`config.mk`:
```
export PLATFORM = sky130hd
export DESIGN_NAME = assert_window_ctrl_flat
export DESIGN_NICKNAME = d
export VERILOG_FILES = /design/src/rtl/assert_window_ctrl_pkg.sv /design/src/rtl/assert_window_ctrl_if.sv /design/src/rtl/assert_window_ctrl_sat_counter.sv /design/src/rtl/assert_window_ctrl.sv /design/src/flat_wrapper.sv
export SDC_FILE = /design/constraint.sdc
export NUM_CORES = 1
export LEC_CHECK = 0
export ABC_CLOCK_PERIOD_IN_PS = 2720
export BUFFER_PORTS_ARGS = -buffer_cell sky130_fd_sc_hd__buf_2
export CAP_MARGIN = 0
export CORE_MARGIN = 2
export CORE_UTILIZATION = 35
export CTS_CLUSTER_SIZE = 10
export DETAILED_ROUTE_END_ITERATION = 6
export GPL_ROUTABILITY_DRIVEN = 1
export GPL_TIMING_DRIVEN = 0
export SETUP_SLACK_MARGIN = 0.05
export SLEW_MARGIN = 20
export SYNTH_ARGS = -nofsm -noshare
export SYNTH_HDL_FRONTEND = slang
export SYNTH_SLANG_ARGS = --single-unit
```
`constraint.sdc`:
```
create_clock -name clk -period 2.72 [get_ports clk]
set_input_delay 0.136 -clock clk [delete_from_list [all_inputs] [get_ports clk]]
set_output_delay 0.136 -clock clk [all_outputs]
set_load 0.01 [all_outputs]
```
`src/rtl/assert_window_ctrl_pkg.sv`:
```
// Shared types and default widths for the assert window controller.
package assert_ctrl_pkg;

  localparam int unsigned CNT_W_DEF = 8;
  localparam int unsigned ERR_W_DEF = 16;

  typedef enum logic [1:0] {
    ST_OFF     = 2'd0,
    ST_ARM_ON  = 2'd1,
    ST_ON      = 2'd2,
    ST_ARM_OFF = 2'd3
  } state_t;

endpackage

```
`src/rtl/assert_window_ctrl_if.sv`:
```
// Request/checker/status bundle between the config master and the window controller.
interface assert_window_ctrl_if #(
  parameter int unsigned CNT_W = assert_ctrl_pkg::CNT_W_DEF,
  parameter int unsigned ERR_W = assert_ctrl_pkg::ERR_W_DEF
) ();

  logic                    on_req;
  logic                    off_req;
  logic [CNT_W-1:0]        delay;
  logic                    chk_valid;
  logic                    chk_pass;
  logic                    clr_cnt;
  logic                    chk_en;
  assert_ctrl_pkg::state_t state;
  logic                    busy;
  logic [ERR_W-1:0]        pass_cnt;
  logic [ERR_W-1:0]        fail_cnt;
  logic                    fail_irq;

  modport master (
    output on_req, off_req, delay, chk_valid, chk_pass, clr_cnt,
    input  chk_en, state, busy, pass_cnt, fail_cnt, fail_irq
  );

  modport slave (
    input  on_req, off_req, delay, chk_valid, chk_pass, clr_cnt,
    output chk_en, state, busy, pass_cnt, fail_cnt, fail_irq
  );

endinterface

```
`src/rtl/assert_window_ctrl_sat_counter.sv`:
```
// Saturating up-counter with synchronous clear that wins over increment.
module sat_counter #(
  parameter int unsigned W = 16
) (
  input  logic         clk,
  input  logic         rst,
  input  logic         clr,
  input  logic         inc,
  output logic [W-1:0] q
);

  logic [W-1:0] q_q;
  logic [W-1:0] q_d;

  always_comb begin
    q_d = q_q;
    if (clr) begin
      q_d = '0;
    end else if (inc && (q_q != '1)) begin
      q_d = q_q + W'(1);
    end
  end

  always_ff @(posedge clk or posedge rst) begin
    if (rst) begin
      q_q <= '0;
    end else begin
      q_q <= q_d;
    end
  end

  assign q = q_q;

endmodule

```
`src/rtl/assert_window_ctrl.sv`:
```
// Delayed enable/disable sequencer for a checker, plus pass/fail accounting
// that only counts results while the window is open.
module assert_window_ctrl
  import assert_ctrl_pkg::*;
#(
  parameter int unsigned CNT_W = CNT_W_DEF,
  parameter int unsigned ERR_W = ERR_W_DEF
) (
  input logic                clk,
  input logic                rst,
  assert_window_ctrl_if.slave bus
);

  state_t           state_q, state_d;
  logic [CNT_W-1:0] cnt_q, cnt_d;
  logic             chk_en_q, chk_en_d;
  logic             busy_q, busy_d;
  logic             fail_irq_q;

  logic             dly_zero_c;
  logic [CNT_W-1:0] dly_load_c;
  logic             arming_c;
  logic             cnt_pass_c;
  logic             cnt_fail_c;

  // A zero delay jumps straight to the target; otherwise the ARM state waits D cycles.
  assign dly_zero_c = (bus.delay == '0);
  assign dly_load_c = dly_zero_c ? '0 : (bus.delay - CNT_W'(1));
  assign arming_c   = (state_q == ST_ARM_ON) || (state_q == ST_ARM_OFF);

  always_comb begin
    state_d = state_q;
    cnt_d   = cnt_q;
    if (bus.off_req && (state_q != ST_OFF)) begin
      state_d = dly_zero_c ? ST_OFF : ST_ARM_OFF;
      cnt_d   = dly_load_c;
    end else if (bus.on_req && !bus.off_req && (state_q != ST_ON)) begin
      state_d = dly_zero_c ? ST_ON : ST_ARM_ON;
      cnt_d   = dly_load_c;
    end else if (arming_c) begin
      if (cnt_q == '0) begin
        state_d = (state_q == ST_ARM_ON) ? ST_ON : ST_OFF;
      end else begin
        cnt_d = cnt_q - CNT_W'(1);
      end
    end
    chk_en_d = (state_d == ST_ON);
    busy_d   = (state_d == ST_ARM_ON) || (state_d == ST_ARM_OFF);
  end

  always_ff @(posedge clk or posedge rst) begin
    if (rst) begin
      state_q    <= ST_OFF;
      cnt_q      <= '0;
      chk_en_q   <= 1'b0;
      busy_q     <= 1'b0;
      fail_irq_q <= 1'b0;
    end else begin
      state_q    <= state_d;
      cnt_q      <= cnt_d;
      chk_en_q   <= chk_en_d;
      busy_q     <= busy_d;
      fail_irq_q <= cnt_fail_c;
    end
  end

  // Results only count while the registered window is open in the same cycle.
  assign cnt_pass_c = chk_en_q && bus.chk_valid && bus.chk_pass;
  assign cnt_fail_c = chk_en_q && bus.chk_valid && !bus.chk_pass;

  sat_counter #(.W(ERR_W)) u_pass_cnt (
    .clk (clk),
    .rst (rst),
    .clr (bus.clr_cnt),
    .inc (cnt_pass_c),
    .q   (bus.pass_cnt)
  );

  sat_counter #(.W(ERR_W)) u_fail_cnt (
    .clk (clk),
    .rst (rst),
    .clr (bus.clr_cnt),
    .inc (cnt_fail_c),
    .q   (bus.fail_cnt)
  );

  assign bus.chk_en   = chk_en_q;
  assign bus.state    = state_q;
  assign bus.busy     = busy_q;
  assign bus.fail_irq = fail_irq_q;

endmodule

```
`src/flat_wrapper.sv`:
```
// flat-port wrapper written by rule: the top's interface ports become plain ports
module assert_window_ctrl_flat import assert_ctrl_pkg::*;
#(
  parameter int unsigned CNT_W = CNT_W_DEF,
  parameter int unsigned ERR_W = ERR_W_DEF
)
  (clk, rst, bus_on_req, bus_off_req, bus_delay, bus_chk_valid, bus_chk_pass, bus_clr_cnt, bus_chk_en, bus_state, bus_busy, bus_pass_cnt, bus_fail_cnt, bus_fail_irq);
  assert_window_ctrl_if #(.CNT_W(CNT_W), .ERR_W(ERR_W)) bus_i ();
  input logic clk;
  input logic rst;
  input wire logic [$bits(bus_i.on_req)-1:0] bus_on_req;
  input wire logic [$bits(bus_i.off_req)-1:0] bus_off_req;
  input wire logic [$bits(bus_i.delay)-1:0] bus_delay;
  input wire logic [$bits(bus_i.chk_valid)-1:0] bus_chk_valid;
  input wire logic [$bits(bus_i.chk_pass)-1:0] bus_chk_pass;
  input wire logic [$bits(bus_i.clr_cnt)-1:0] bus_clr_cnt;
  output wire logic [$bits(bus_i.chk_en)-1:0] bus_chk_en;
  output wire logic [$bits(bus_i.state)-1:0] bus_state;
  output wire logic [$bits(bus_i.busy)-1:0] bus_busy;
  output wire logic [$bits(bus_i.pass_cnt)-1:0] bus_pass_cnt;
  output wire logic [$bits(bus_i.fail_cnt)-1:0] bus_fail_cnt;
  output wire logic [$bits(bus_i.fail_irq)-1:0] bus_fail_irq;
  assign bus_i.on_req = bus_on_req;
  assign bus_i.off_req = bus_off_req;
  assign bus_i.delay = bus_delay;
  assign bus_i.chk_valid = bus_chk_valid;
  assign bus_i.chk_pass = bus_chk_pass;
  assign bus_i.clr_cnt = bus_clr_cnt;
  assign bus_chk_en = bus_i.chk_en;
  assign bus_state = bus_i.state;
  assign bus_busy = bus_i.busy;
  assign bus_pass_cnt = bus_i.pass_cnt;
  assign bus_fail_cnt = bus_i.fail_cnt;
  assign bus_fail_irq = bus_i.fail_irq;
  assert_window_ctrl #(.CNT_W(CNT_W), .ERR_W(ERR_W)) u_core (.clk(clk), .rst(rst), .bus(bus_i));
endmodule
```
==> flow_metrics.tcl <==
set metrics [dict create \
    outcome "finished, final reports clean" \
    synth_top_family_by_area "simple AND/OR/NAND/NOR gates" \
    powerDensity_nw_per_um2 470 \
    worstPathArrival_ns 2.27 \
    syn_nets 311 \
    multiInputGateArea_sq_um 1510 \
    synth_adder_area_share 0.0184 \
    endpoint_kind "flop" \
    drc 0 \
    ys.flop_type "dfrtp_1" \
    grt_pass1_wl_um 10800 \
    muxShareOfSynthArea 0.0593 \
    dp.cells 446 \
    overflow 0 \
    core_sq_um 7650 \
    hpwl_um 4870 \
    fp.dieH_um 92.2 \
    maxCapViolCount 0 \
    vias 2564 \
    final.min_clock_period_ns 2.04 \
    startpoint_type "flop" \
    initial_core_util 0.356 \
    synth_edf_count 0 \
    critPathKind "flop to flop" \
    ys_seq_area_frac 0.404 \
    path_max_fanout 5 \
    worst_slack_ns 0.680 \
    clk_pin_slew_ns 0.08 \
    nets 371 \
    setup_tns_ns 0 \
    dp_slack_ns 0.718 \
    routed_wl_um 6560 \
    rsz0062_at_grt "false" \
    place_congestion 0.781 \
    avgSynthCellArea_sq_um 9.33 \
    drt-wirelength-per-cell_um 14.4 \
    fin_area_sq_um 3250 \
    synthSimpleGateAreaFrac 0.264 \
    synth-compound-area-share 0.190 \
    cts_made_buffers 5 \
    critical_path_required_ns 2.95 \
    crit_chain "ha_1 > and4_1 > a31oi_1 > or4b_1 > a21oi_1" \
    first_iter_violations 159 \
    die_x_um 92.2 \
    setup_viol 0 \
    cts.sinks 44 \
    fin_cells 455 \
    num-fill-cells 756 \
    post-route-period-util 0.750 \
    hold_viol 0 \
    clk_latency_ns 0.30 \
    ir_drop_mv 0.310 \
    first_pass_iters 4 \
    io_buffers 51 \
    skew_ns 0.00829 \
    antenna_found_initial 0 \
    slew_headroom 0.644 \
    num_rows 32 \
    drive_gt1_frac 0.246 \
    diodes 0 \
    ioPinCount 52 \
    grt_pass1_vias 2303 \
    htreeDepth 2 \
    syn_to_final_growth_pct 19.4 \
    final_max_slew_viol_count 0 \
    grt_max_degree 24 \
    synth_xor_area_frac 0.0225 \
    cts.root.buffer_cell "clkbuf_8" \
    cts_tree "yes" \
    p_leak_uw 0.00138 \
    track_usage 0.158 \
    slowest_stage "or4b_1" \
    placed_area_sq_um 3130 \
    syn_inst 292 \
    yosys.cell_types.count 56 \
    synth-seq-cells 44 \
    max_freq_mhz 490 \
    synth_async_sr_flop_share 1.00 \
    syn_area_sq_um 2720 \
    min_path_type "primary input to flop" \
    ys.warnings.count 0 \
    ff_latch_area_sq_um 1100 \
    vias_per_cell 5.64 \
    clock_path_buffers 2 \
    cts_setup_buffers 0 \
    die-area_sq_um 8500 \
    worst_pin_slew_ns 0.533 \
    postRouteAntennaNets 0 \
    max_stage_delay_ns 0.49 \
]
==> kinds of logic (layout without fill, tap and decap cells) <==
| kind of cell | count (synthesis) | after routing |
|---|---|---|
| compound gates | 78 | 78 |
| simple gates | 118 | 118 |
| mux | 15 | 15 |
| xor+xnor | 7 | 7 |
| fa+ha+maj | 4 | 4 |
| buf+inv | 26 | 87 |
| flops | 44 | 44 |
==> registers in the layout, indices dropped and copies added, names as in the netlist <==
register,count
u_core.u_fail_cnt.q,16
u_core.bus.state,2
u_core.bus.chk_en,1
u_core.cnt_q,8
u_core.bus.fail_irq,1
u_core.u_pass_cnt.q,16
==> layer usage <==
layer / routed length, um / vias to the layer above / track usage
li1: - / 1244 / -
met1: 3140 / 1261 / 0.202
met2: 3090 / 53 / 0.265
met3: 245 / 6 / 0.0320
met4: 85 / 0 / 0.0522
met5: 0 / - / 0
==> Yosys cell counts, types with 4 or more instances <==
cell	number	area, sq um
a211oi_1	5	37.5
a21oi_1	23	115
a31oi_1	4	25.0
and4_1	8	70.1
buf_2	4	20.0
clkbuf_1	4	15.0
dfrtp_1	44	1100
ha_1	4	50.1
inv_1	13	48.8
mux2_2	7	78.8
mux2i_1	6	60.1
nand2_1	11	41.3
nand3_1	16	80.1
nand4_1	10	62.6
nor2_1	19	71.3
nor2b_1	7	43.8
nor3_1	9	45.0
nor4_1	4	25.0
o21ai_0	7	35.0
o22ai_1	6	37.5
o31ai_1	10	75.1
or3_1	5	31.3
or4_1	10	75.1
xnor2_1	6	52.6
==> critical path, delay by kind of cell (launching register included) <==
family	cells	cell delay, ns
fa+ha+maj	1	0.27
compound gates	2	0.58
simple gates	2	0.69
flops	1	0.44
==> final timing paths <==
kind                                     endpoint                    from  cells after the start  slack [ns]
setup / recovery           u_core.u_pass_cnt.q[9]  u_core.u_pass_cnt.q[0]                      5        0.68
hold / removal                  u_core.bus.chk_en             bus_off_req                      2        0.04
setup reg to reg           u_core.u_pass_cnt.q[9]  u_core.u_pass_cnt.q[0]                      5        0.68
hold reg to reg            u_core.u_fail_cnt.q[5]  u_core.u_fail_cnt.q[5]                      2        0.57
max in group asynchronous         u_core.cnt_q[2]                     rst                      4        1.82
min in group asynchronous       u_core.bus.chk_en                     rst                      3        0.41
==> stage by stage <==
step | total power [uW] | util | hold slack [ns]
6_report | 1530 | 0.425 | 0.0430
5_1_grt | 1620 | 0.425 | 0.0415
4_1_cts | 1550 | 0.425 | 0.0352
3_5_place_dp | 1040 | 0.410 | 0.210
3_3_place_gp | 1020 | 0.406 | 0.365
2_1_floorplan | 947 | - | 0.199
==> where the power goes <==
part / internal, uW / leakage [uW] / total [uW] / switching (uW)
Sequential: 691 / 0.000590 / 741 / 49.7
Clock: 273 / 0.0000552 / 502 / 229
Combinational: 130 / 0.000733 / 284 / 155
Total: 1090 / 0.00138 / 1530 / 433
==> what timing repair did <==
action,CTS,global route
resized for setup,0,0
setup endpoints to repair,0,0
hold endpoints to repair,21,0
hold buffers,1,0
==> final cells by class <==
class / instances / share of cell area
inverters: 14 / 0.0162
well taps: 102 / 0.0392
flip-flops and latches: 44 / 0.339
repair buffers: 53 / 0.0900
clock buffers: 6 / 0.0223
plain buffers: 12 / 0.0189
multi-input cells: 222 / 0.464
clock inverters: 2 / 0.0108
==> cell usage in the layout (no fill, tap or decap), types with 2 or more instances in the layout <==
cell and count:
buf_2 55, dfrtp_1 44, a21oi_1 23, nor2_1 19, nand3_1 16, inv_1 12, nand2_1 11, nand4_1 10
or4_1 10, o31ai_1 10, nor3_1 9, and4_1 8, nor2b_1 7, mux2_2 7, o21ai_0 7, xnor2_1 6
o22ai_1 6, mux2i_1 6, clkbuf_1 5, a211oi_1 5, or3_1 5, clkbuf_8 5, nor4_1 4, a31oi_1 4
ha_1 4, buf_4 3, nand3b_1 3, o41ai_1 3, o211ai_1 3, o21a_1 3, and3_1 3, nor4_2 2
inv_2 2, nor4b_2 2, mux2_1 2, and2_1 2, a311oi_1 2, nand2b_1 2
No activity file was read; power rests on OpenSTA's default activity.
